[src/rtl/riscv_alu_exec_if.sv]
// Operand/control and result bundle of the RV32I execute-stage ALU.
// The master drives the operands and controls; the slave (the ALU) returns the registered results.
interface riscv_alu_exec_if #(
  parameter int DATA_WIDTH = 32
);
  logic                  in_valid;
  logic [1:0]            aluOp;
  logic [6:0]            funct7;
  logic [2:0]            funct3;
  logic [DATA_WIDTH-1:0] bus_a;
  logic [DATA_WIDTH-1:0] bus_b;
  logic [DATA_WIDTH-1:0] out;
  logic                  overflow;
  logic                  Z;
  logic                  error;
  logic [3:0]            opSel;
  logic                  out_valid;

  modport master (
    output in_valid, aluOp, funct7, funct3, bus_a, bus_b,
    input  out, overflow, Z, error, opSel, out_valid
  );

  modport slave (
    input  in_valid, aluOp, funct7, funct3, bus_a, bus_b,
    output out, overflow, Z, error, opSel, out_valid
  );
endinterface

[src/rtl/riscv_alu_exec.sv]
// RV32I execute-stage ALU: decodes aluOp/funct7/funct3 and registers result and flags (1-cycle latency).
// Optional feature macro ALU_MUL_EN enables R-type MUL (funct7=0x01, funct3=000).
module riscv_alu_exec #(
  parameter int DATA_WIDTH = 32
) (
  input  logic              clk,
  input  logic              rst,
  riscv_alu_exec_if.slave   alu
);
  localparam int SHW = $clog2(DATA_WIDTH);

  typedef enum logic [3:0] {
    OP_ADD  = 4'd0,
    OP_SUB  = 4'd1,
    OP_SLL  = 4'd2,
    OP_SLT  = 4'd3,
    OP_SLTU = 4'd4,
    OP_XOR  = 4'd5,
    OP_SRL  = 4'd6,
    OP_SRA  = 4'd7,
    OP_OR   = 4'd8,
    OP_AND  = 4'd9,
    OP_MUL  = 4'd10,
    OP_NOP  = 4'd15
  } op_e;

  function automatic logic add_ovf(input logic sa, input logic sb, input logic sr);
    return (sa == sb) && (sr != sa);
  endfunction

  function automatic logic sub_ovf(input logic sa, input logic sb, input logic sr);
    return (sa != sb) && (sr != sa);
  endfunction

  logic signed [DATA_WIDTH-1:0] a_s, b_s, sum_s, diff_s, res_s;
  logic [SHW-1:0]               shamt;
  op_e                          op;
  logic                         err, ovf, zero;

  assign a_s    = $signed(alu.bus_a);
  assign b_s    = $signed(alu.bus_b);
  assign shamt  = alu.bus_b[SHW-1:0];
  assign sum_s  = a_s + b_s;
  assign diff_s = a_s - b_s;

  // Decode: any funct7/funct3 pair not listed becomes NOP with error raised
  always_comb begin
    op  = OP_NOP;
    err = 1'b0;
    case (alu.aluOp)
      2'b00: op = OP_ADD;
      2'b01: op = OP_SUB;
      2'b10: begin
        case (alu.funct7)
          7'h00: begin
            case (alu.funct3)
              3'b000:  op = OP_ADD;
              3'b001:  op = OP_SLL;
              3'b010:  op = OP_SLT;
              3'b011:  op = OP_SLTU;
              3'b100:  op = OP_XOR;
              3'b101:  op = OP_SRL;
              3'b110:  op = OP_OR;
              default: op = OP_AND;
            endcase
          end
          7'h20: begin
            if (alu.funct3 == 3'b000)      op  = OP_SUB;
            else if (alu.funct3 == 3'b101) op  = OP_SRA;
            else                           err = 1'b1;
          end
`ifdef ALU_MUL_EN
          7'h01: begin
            if (alu.funct3 == 3'b000) op  = OP_MUL;
            else                      err = 1'b1;
          end
`endif
          default: err = 1'b1;
        endcase
      end
      default: begin
        case (alu.funct3)
          3'b000: op = OP_ADD;
          3'b010: op = OP_SLT;
          3'b011: op = OP_SLTU;
          3'b100: op = OP_XOR;
          3'b110: op = OP_OR;
          3'b111: op = OP_AND;
          3'b001: begin
            if (alu.funct7 == 7'h00) op  = OP_SLL;
            else                     err = 1'b1;
          end
          default: begin
            if (alu.funct7 == 7'h00)      op  = OP_SRL;
            else if (alu.funct7 == 7'h20) op  = OP_SRA;
            else                          err = 1'b1;
          end
        endcase
      end
    endcase
  end

  always_comb begin
    res_s = '0;
    ovf   = 1'b0;
    case (op)
      OP_ADD: begin
        res_s = sum_s;
        ovf   = add_ovf(a_s[DATA_WIDTH-1], b_s[DATA_WIDTH-1], sum_s[DATA_WIDTH-1]);
      end
      OP_SUB: begin
        res_s = diff_s;
        ovf   = sub_ovf(a_s[DATA_WIDTH-1], b_s[DATA_WIDTH-1], diff_s[DATA_WIDTH-1]);
      end
      OP_SLL:  res_s = $signed(alu.bus_a << shamt);
      OP_SLT:  res_s = $signed({{(DATA_WIDTH-1){1'b0}}, (a_s < b_s)});
      OP_SLTU: res_s = $signed({{(DATA_WIDTH-1){1'b0}}, (alu.bus_a < alu.bus_b)});
      OP_XOR:  res_s = a_s ^ b_s;
      OP_SRL:  res_s = $signed(alu.bus_a >> shamt);
      OP_SRA:  res_s = a_s >>> shamt;
      OP_OR:   res_s = a_s | b_s;
      OP_AND:  res_s = a_s & b_s;
`ifdef ALU_MUL_EN
      OP_MUL:  res_s = a_s * b_s;
`endif
      default: res_s = '0;
    endcase
  end

  // NOP never reports zero even though its result is forced to 0
  assign zero = (op != OP_NOP) && (res_s == '0);

  logic signed [DATA_WIDTH-1:0] out_p1;
  logic                         ovf_p1, z_p1, err_p1, vld_p1;
  op_e                          op_p1;

  // Stage p1: result/flag register, free-running, async reset
  always_ff @(posedge clk or posedge rst) begin
    if (rst) begin
      out_p1 <= '0;
      ovf_p1 <= 1'b0;
      z_p1   <= 1'b0;
      err_p1 <= 1'b0;
      op_p1  <= OP_NOP;
      vld_p1 <= 1'b0;
    end else begin
      out_p1 <= res_s;
      ovf_p1 <= ovf;
      z_p1   <= zero;
      err_p1 <= err;
      op_p1  <= op;
      vld_p1 <= alu.in_valid;
    end
  end

  assign alu.out       = out_p1;
  assign alu.overflow  = ovf_p1;
  assign alu.Z         = z_p1;
  assign alu.error     = err_p1;
  assign alu.opSel     = op_p1;
  assign alu.out_valid = vld_p1;
endmodule

[src/flat_wrapper.sv]
// flat-port wrapper written by rule: the top's interface ports become plain ports
module riscv_alu_exec_flat 
#(
  parameter int DATA_WIDTH = 32
)
  (clk, rst, alu_in_valid, alu_aluOp, alu_funct7, alu_funct3, alu_bus_a, alu_bus_b, alu_out, alu_overflow, alu_Z, alu_error, alu_opSel, alu_out_valid);
  riscv_alu_exec_if #(.DATA_WIDTH(DATA_WIDTH)) alu_i ();
  input  logic clk;
  input  logic rst;
  input wire logic [$bits(alu_i.in_valid)-1:0] alu_in_valid;
  input wire logic [$bits(alu_i.aluOp)-1:0] alu_aluOp;
  input wire logic [$bits(alu_i.funct7)-1:0] alu_funct7;
  input wire logic [$bits(alu_i.funct3)-1:0] alu_funct3;
  input wire logic [$bits(alu_i.bus_a)-1:0] alu_bus_a;
  input wire logic [$bits(alu_i.bus_b)-1:0] alu_bus_b;
  output wire logic [$bits(alu_i.out)-1:0] alu_out;
  output wire logic [$bits(alu_i.overflow)-1:0] alu_overflow;
  output wire logic [$bits(alu_i.Z)-1:0] alu_Z;
  output wire logic [$bits(alu_i.error)-1:0] alu_error;
  output wire logic [$bits(alu_i.opSel)-1:0] alu_opSel;
  output wire logic [$bits(alu_i.out_valid)-1:0] alu_out_valid;
  assign alu_i.in_valid = alu_in_valid;
  assign alu_i.aluOp = alu_aluOp;
  assign alu_i.funct7 = alu_funct7;
  assign alu_i.funct3 = alu_funct3;
  assign alu_i.bus_a = alu_bus_a;
  assign alu_i.bus_b = alu_bus_b;
  assign alu_out = alu_i.out;
  assign alu_overflow = alu_i.overflow;
  assign alu_Z = alu_i.Z;
  assign alu_error = alu_i.error;
  assign alu_opSel = alu_i.opSel;
  assign alu_out_valid = alu_i.out_valid;
  riscv_alu_exec #(.DATA_WIDTH(DATA_WIDTH)) u_core (.clk(clk), .rst(rst), .alu(alu_i));
endmodule
[config.mk]
export PLATFORM = sky130hd
export DESIGN_NAME = riscv_alu_exec_flat
export DESIGN_NICKNAME = d
export VERILOG_FILES = /design/src/rtl/riscv_alu_exec_if.sv /design/src/rtl/riscv_alu_exec.sv /design/src/flat_wrapper.sv
export SDC_FILE = /design/constraint.sdc
export NUM_CORES = 1
export LEC_CHECK = 0
export ABC_AREA = 1
export CAP_MARGIN = 5
export CORE_ASPECT_RATIO = 0.75
export CORE_MARGIN = 4
export CORE_UTILIZATION = 61
export DETAILED_ROUTE_END_ITERATION = 8
export PLACE_DENSITY = 0.84
export SYNTH_ARGS = -nofsm -noshare
export SYNTH_HDL_FRONTEND = slang
export SYNTH_SLANG_ARGS = --single-unit
[constraint.sdc]
create_clock -name clk -period 1.3 [get_ports clk]
set_input_delay 0.195 -clock clk [delete_from_list [all_inputs] [get_ports clk]]
set_output_delay 0.195 -clock clk [all_outputs]
set_load 0.01 [all_outputs]
==> metrics, run 1 <==
status=stopped before the end; Exit stage=clock tree synthesis (4_1_cts); stop err=[ERROR DPL-0038] Utilization greater than 100%, impossible to legalize; Yosys warning total=0; pre-CTS WS=-2.03 ns; post-CTS setup buffers=123; cell area after synthesis=12900 µm²; H-tree depth=2; Initial Util=0.630; share of the synthesized area in the top cell type=0.285; Clock Path Buffers=2; Yosys cell types=37; Die X=176 µm; Post-synth EDFFs=0; Syn Area/Cell=4.93 µm²; area leader, netlist=nand2_1; DP HPWL=54800 µm; RePlAce Congestion=1.31; PostCTS Resize Cnt=1076; ys async rst share=1.00; Clock Sinks=40; Row Count=45; TritonCTS Buffers=5; Yosys reg bits=40; Root Buffer=clkbuf_16; Die Ht=134 µm; Synth area leaders=nand2_1, nand3_1, inv_1; I/O pin total=119; syn_nets=2797; PortBufs=118; Inst Count DP=3354; sequential area share after synthesis=0.0779; CTS Hold Bufs=0; Mapped Cells=2619; top_reg_cell synth=dfrtp_1
[synth_stat cells (2+ instances only)]
library cell,instances
buf_2,61
dfrtp_1,36
nand3_2,2
and2_1,5
nand3_1,473
inv_2,7
buf_4,5
clkbuf_1,41
nand2_1,980
ha_1,97
xor2_1,21
nand2_2,6
buf_1,13
o211ai_1,2
a21oi_1,62
nor2_4,4
dfstp_2,4
o21ai_0,54
nand2_4,3
and3_1,3
nand3b_1,19
o21ai_1,10
buf_6,7
o31ai_1,2
nor4_1,2
fa_1,2
nor2_2,10
nor3_1,15
nand4_1,25
inv_1,368
o21bai_1,6
nor2_1,269
[cell families after synthesis]
group / synth area share
XOR/XNOR: 0.0142
flip-flops: 0.0779
AND/OR/NAND/NOR: 0.597
AO/OA/AOI/OAI: 0.0553
buffers and inverters: 0.158
adder cells (fa/ha/maj): 0.0971
multiplexers: 0.000775
[per-stage QoR]
step	TNS (ns)	area, µm²
after floorplan	-20.58	13300
after global placement	-53.79	17700
after detailed placement	-59.56	17700
==> run 2: changes to the inputs <==
--- a/config.mk
+++ b/config.mk
@@ -7,11 +7,10 @@
 export LEC_CHECK = 0
 export ABC_AREA = 1
 export CAP_MARGIN = 5
-export CORE_ASPECT_RATIO = 0.75
 export CORE_MARGIN = 4
-export CORE_UTILIZATION = 61
+export CORE_UTILIZATION = 40
 export DETAILED_ROUTE_END_ITERATION = 8
-export PLACE_DENSITY = 0.84
+export PLACE_DENSITY_LB_ADDON = 0.15
 export SYNTH_ARGS = -nofsm -noshare
 export SYNTH_HDL_FRONTEND = slang
 export SYNTH_SLANG_ARGS = --single-unit
==> run 2 against run 1 <==
The flow now finishes, with violations (negative setup slack). Synthesized cell count stayed put. Area after synthesis unchanged.
==> metrics, run 2 <==
status=finished, violations left (was stopped before the end); failing checks=negative setup slack; combinational share of power=0.803; Reg power frac=0.104; Post-synth EDFFs=0 (unchanged); P&R area growth vs syn=83.9%; WHS=0.399 ns; CP startpoint kind=input pin; area leader, netlist=nand2_1 (unchanged); Sw Share=0.492; PortBufs=118 (unchanged); vias in the first global route=20200; Core Region=31700 µm²; Worst Path Required=1.49 ns; Initial Util=0.407 (was 0.630); Yosys cell types=37 (unchanged); TritonCTS Buffers=5 (unchanged); clock network power share=0.093; top_reg_cell synth=dfrtp_1 (unchanged); CTS tree=done; Via Count=21300; Critical path origin=alu_bus_b[3]; leak pwr=12.9 nW; CP Class=input pin to register; top-count cell post-synth=nand2_1 (unchanged); ys async rst share=1.00 (unchanged); Mapped Cells=2619 (unchanged); critical path fanouts, max=7; commonest non-fill, non-tap cell in the layout=nand2_1; Die ar.=35200 µm²; Via density=5.70; actual slew at the worst max-slew pin=0.679 ns; area of the multi-input gates=13100 µm²; CP endpoint kind=register; Synth area leaders=nand2_1, nand3_1, inv_1 (unchanged); HP Class=input pin to async pin; cell area after synthesis=12900 µm² (unchanged); Setup crit end=u_core.alu.Z; global-route usage over all layers=0.437; setup violators final=35; Sw Pwr=0.00738 W; setup ws final=-1.21 ns; share of the synthesized area in the top cell type=0.285 (unchanged); initial drt markers=2622; clock slew at reported path FFs=0.06 ns; FF+latch area=1010 µm²; Yosys warning total=0 (unchanged); Die Ht=188 µm (was 134 µm); Yosys reg bits=40 (unchanged); final critical-path required period=2.51 ns; routed length per instance=22.2 µm; first-pass GRT wire length=121000 µm; # DRC=0; drt pass-1 iters=8; crit path DAT=2.70 ns; Area after DPL=18900 µm² (was 17700 µm²); fin. max-slew vios=0; GR Overflow Total=0; RePlAce Congestion=1.05 (was 1.31); Int Power=0.00761 W; layout cells sized above 1=0.463; Die X=188 µm (was 176 µm); Row Count=65 (was 45); final setup TNS=-28.78 ns; WL final=82700 µm; Inst Count DP=3596 (was 3354); Max Cap Viol=0; maximum VDD drop=0.000698 V; Syn Area/Cell=4.93 µm² (unchanged); post-route ant nets=0; Worst slew margin=0.547; initial antenna violation count=3; RSZ-0062 raised after global routing=true; Hold Violations, Final=0; Layout fillers=2514; Post-layout nets=3507; DP HPWL=60600 µm (was 54800 µm); synth cell count leaders=nand2_1, nand3_1, inv_1 (unchanged); power density cells=631 nW/µm²; H-tree depth=2 (unchanged); Design Area, Final=23800 µm²; final design utilization=0.749; most frequent cells in the layout=nand2_1, buf_4, nand3_1; pin count of the biggest net entering global routing=64; CTS Hold Bufs=0 (unchanged); fin crit share=1.93; Root Buffer=clkbuf_16 (unchanged); sequential area share after synthesis=0.0779 (unchanged); Peak Freq=398 MHz; Clock Path Buffers=2 (unchanged); Clock Sinks=40 (unchanged); I/O pin total=119 (unchanged); syn_nets=2797 (unchanged); non-filler cells, final=3733; max reg flops=32
[run 2: cell counts after synthesis]
Identical to the previous run, type by type.
[run 2: cell type report]
class | count | area share
clock inverters | 3 | 0.00179
clock buffers | 5 | 0.00527
repair buffers | 829 | 0.314
well taps | 402 | 0.0212
diodes | 1 | 0.000105
inverters | 376 | 0.0644
multi-input cells | 2077 | 0.551
flip-flops and latches | 40 | 0.0424
[run 2: per-stage QoR]
| stage | total power [W] | setup slack, ns |
|---|---|---|
| finish | 0.0150 | -1.21 |
| floorplan | 0.00573 | -1.02 |
| CTS | 0.0136 | -0.997 |
| global placement | 0.0103 | -2.28 |
| detailed placement | 0.0104 | -2.27 |
| global route | 0.0156 | -1.29 |
[run 2: cells by family after synthesis]
kind of cell | Yosys count | synth area share
compound gates | 137 | 0.0553
fa+ha+maj | 99 | 0.0971
buf+inv | 503 | 0.158
simple gates | 1818 | 0.597
xor+xnor | 21 | 0.0142
mux | 1 | 0.000775
flops | 40 | 0.0779
[run 2: worst min path at each step]
stage	startpoint	slack (ns)	depth (start not counted)	to
final	rst	0.40	2	u_core.alu.opSel[3]
after floorplan	alu_in_valid	0.23	0	u_core.alu.out_valid
after global routing	alu_in_valid	0.39	1	u_core.alu.out_valid
after CTS	alu_in_valid	0.37	1	u_core.alu.out_valid
after detailed placement	rst	0.66	2	u_core.alu.opSel[0]
after global placement	rst	0.64	2	u_core.alu.opSel[3]
[run 2: routing by layer]
metal | track usage | part of all wire
met3 | 0.0776 | 0.11
met5 | 0 | 0
met1 | 0.564 | 0.38
met4 | 0.246 | 0.083
met2 | 0.688 | 0.43
[run 2: what timing repair did]
item | CTS | global route
setup buffers | 104 | 54
cloned | 6 | 0
pin swaps | 238 | 163
resized for setup | 1140 | 333
endpoints found under the setup margin | 77 | 35
[run 2: power groups by stage]
stage,clock (W),sequential (W),combinational [W]
final,0.00139,0.00155,0.0120
after global routing,0.00146,0.00157,0.0126
after CTS,0.00136,0.00154,0.0107
after detailed placement,0,0.00157,0.00879
after global placement,0,0.00156,0.00873
after floorplan,0,0.00168,0.00404
[run 2: critical path, cell delays in order]
cell     delay (ns)
buf_6          0.11
inv_4          0.05
ha_4           0.25
buf_12         0.14
nor2_4         0.23
nand2_1        0.11
nor2_1         0.15
nand2_1        0.15
nand3_4        0.17
nand2_1        0.07
nand2_1        0.08
inv_1          0.06
nand3_1        0.08
nand2_1        0.06
nor2_2         0.11
nand2_2        0.12
nor2_2         0.13
nand2_1        0.06
nor2_2         0.09
nand2_2        0.09
nor3_2         0.18
Power figures use the tool's default switching activity.
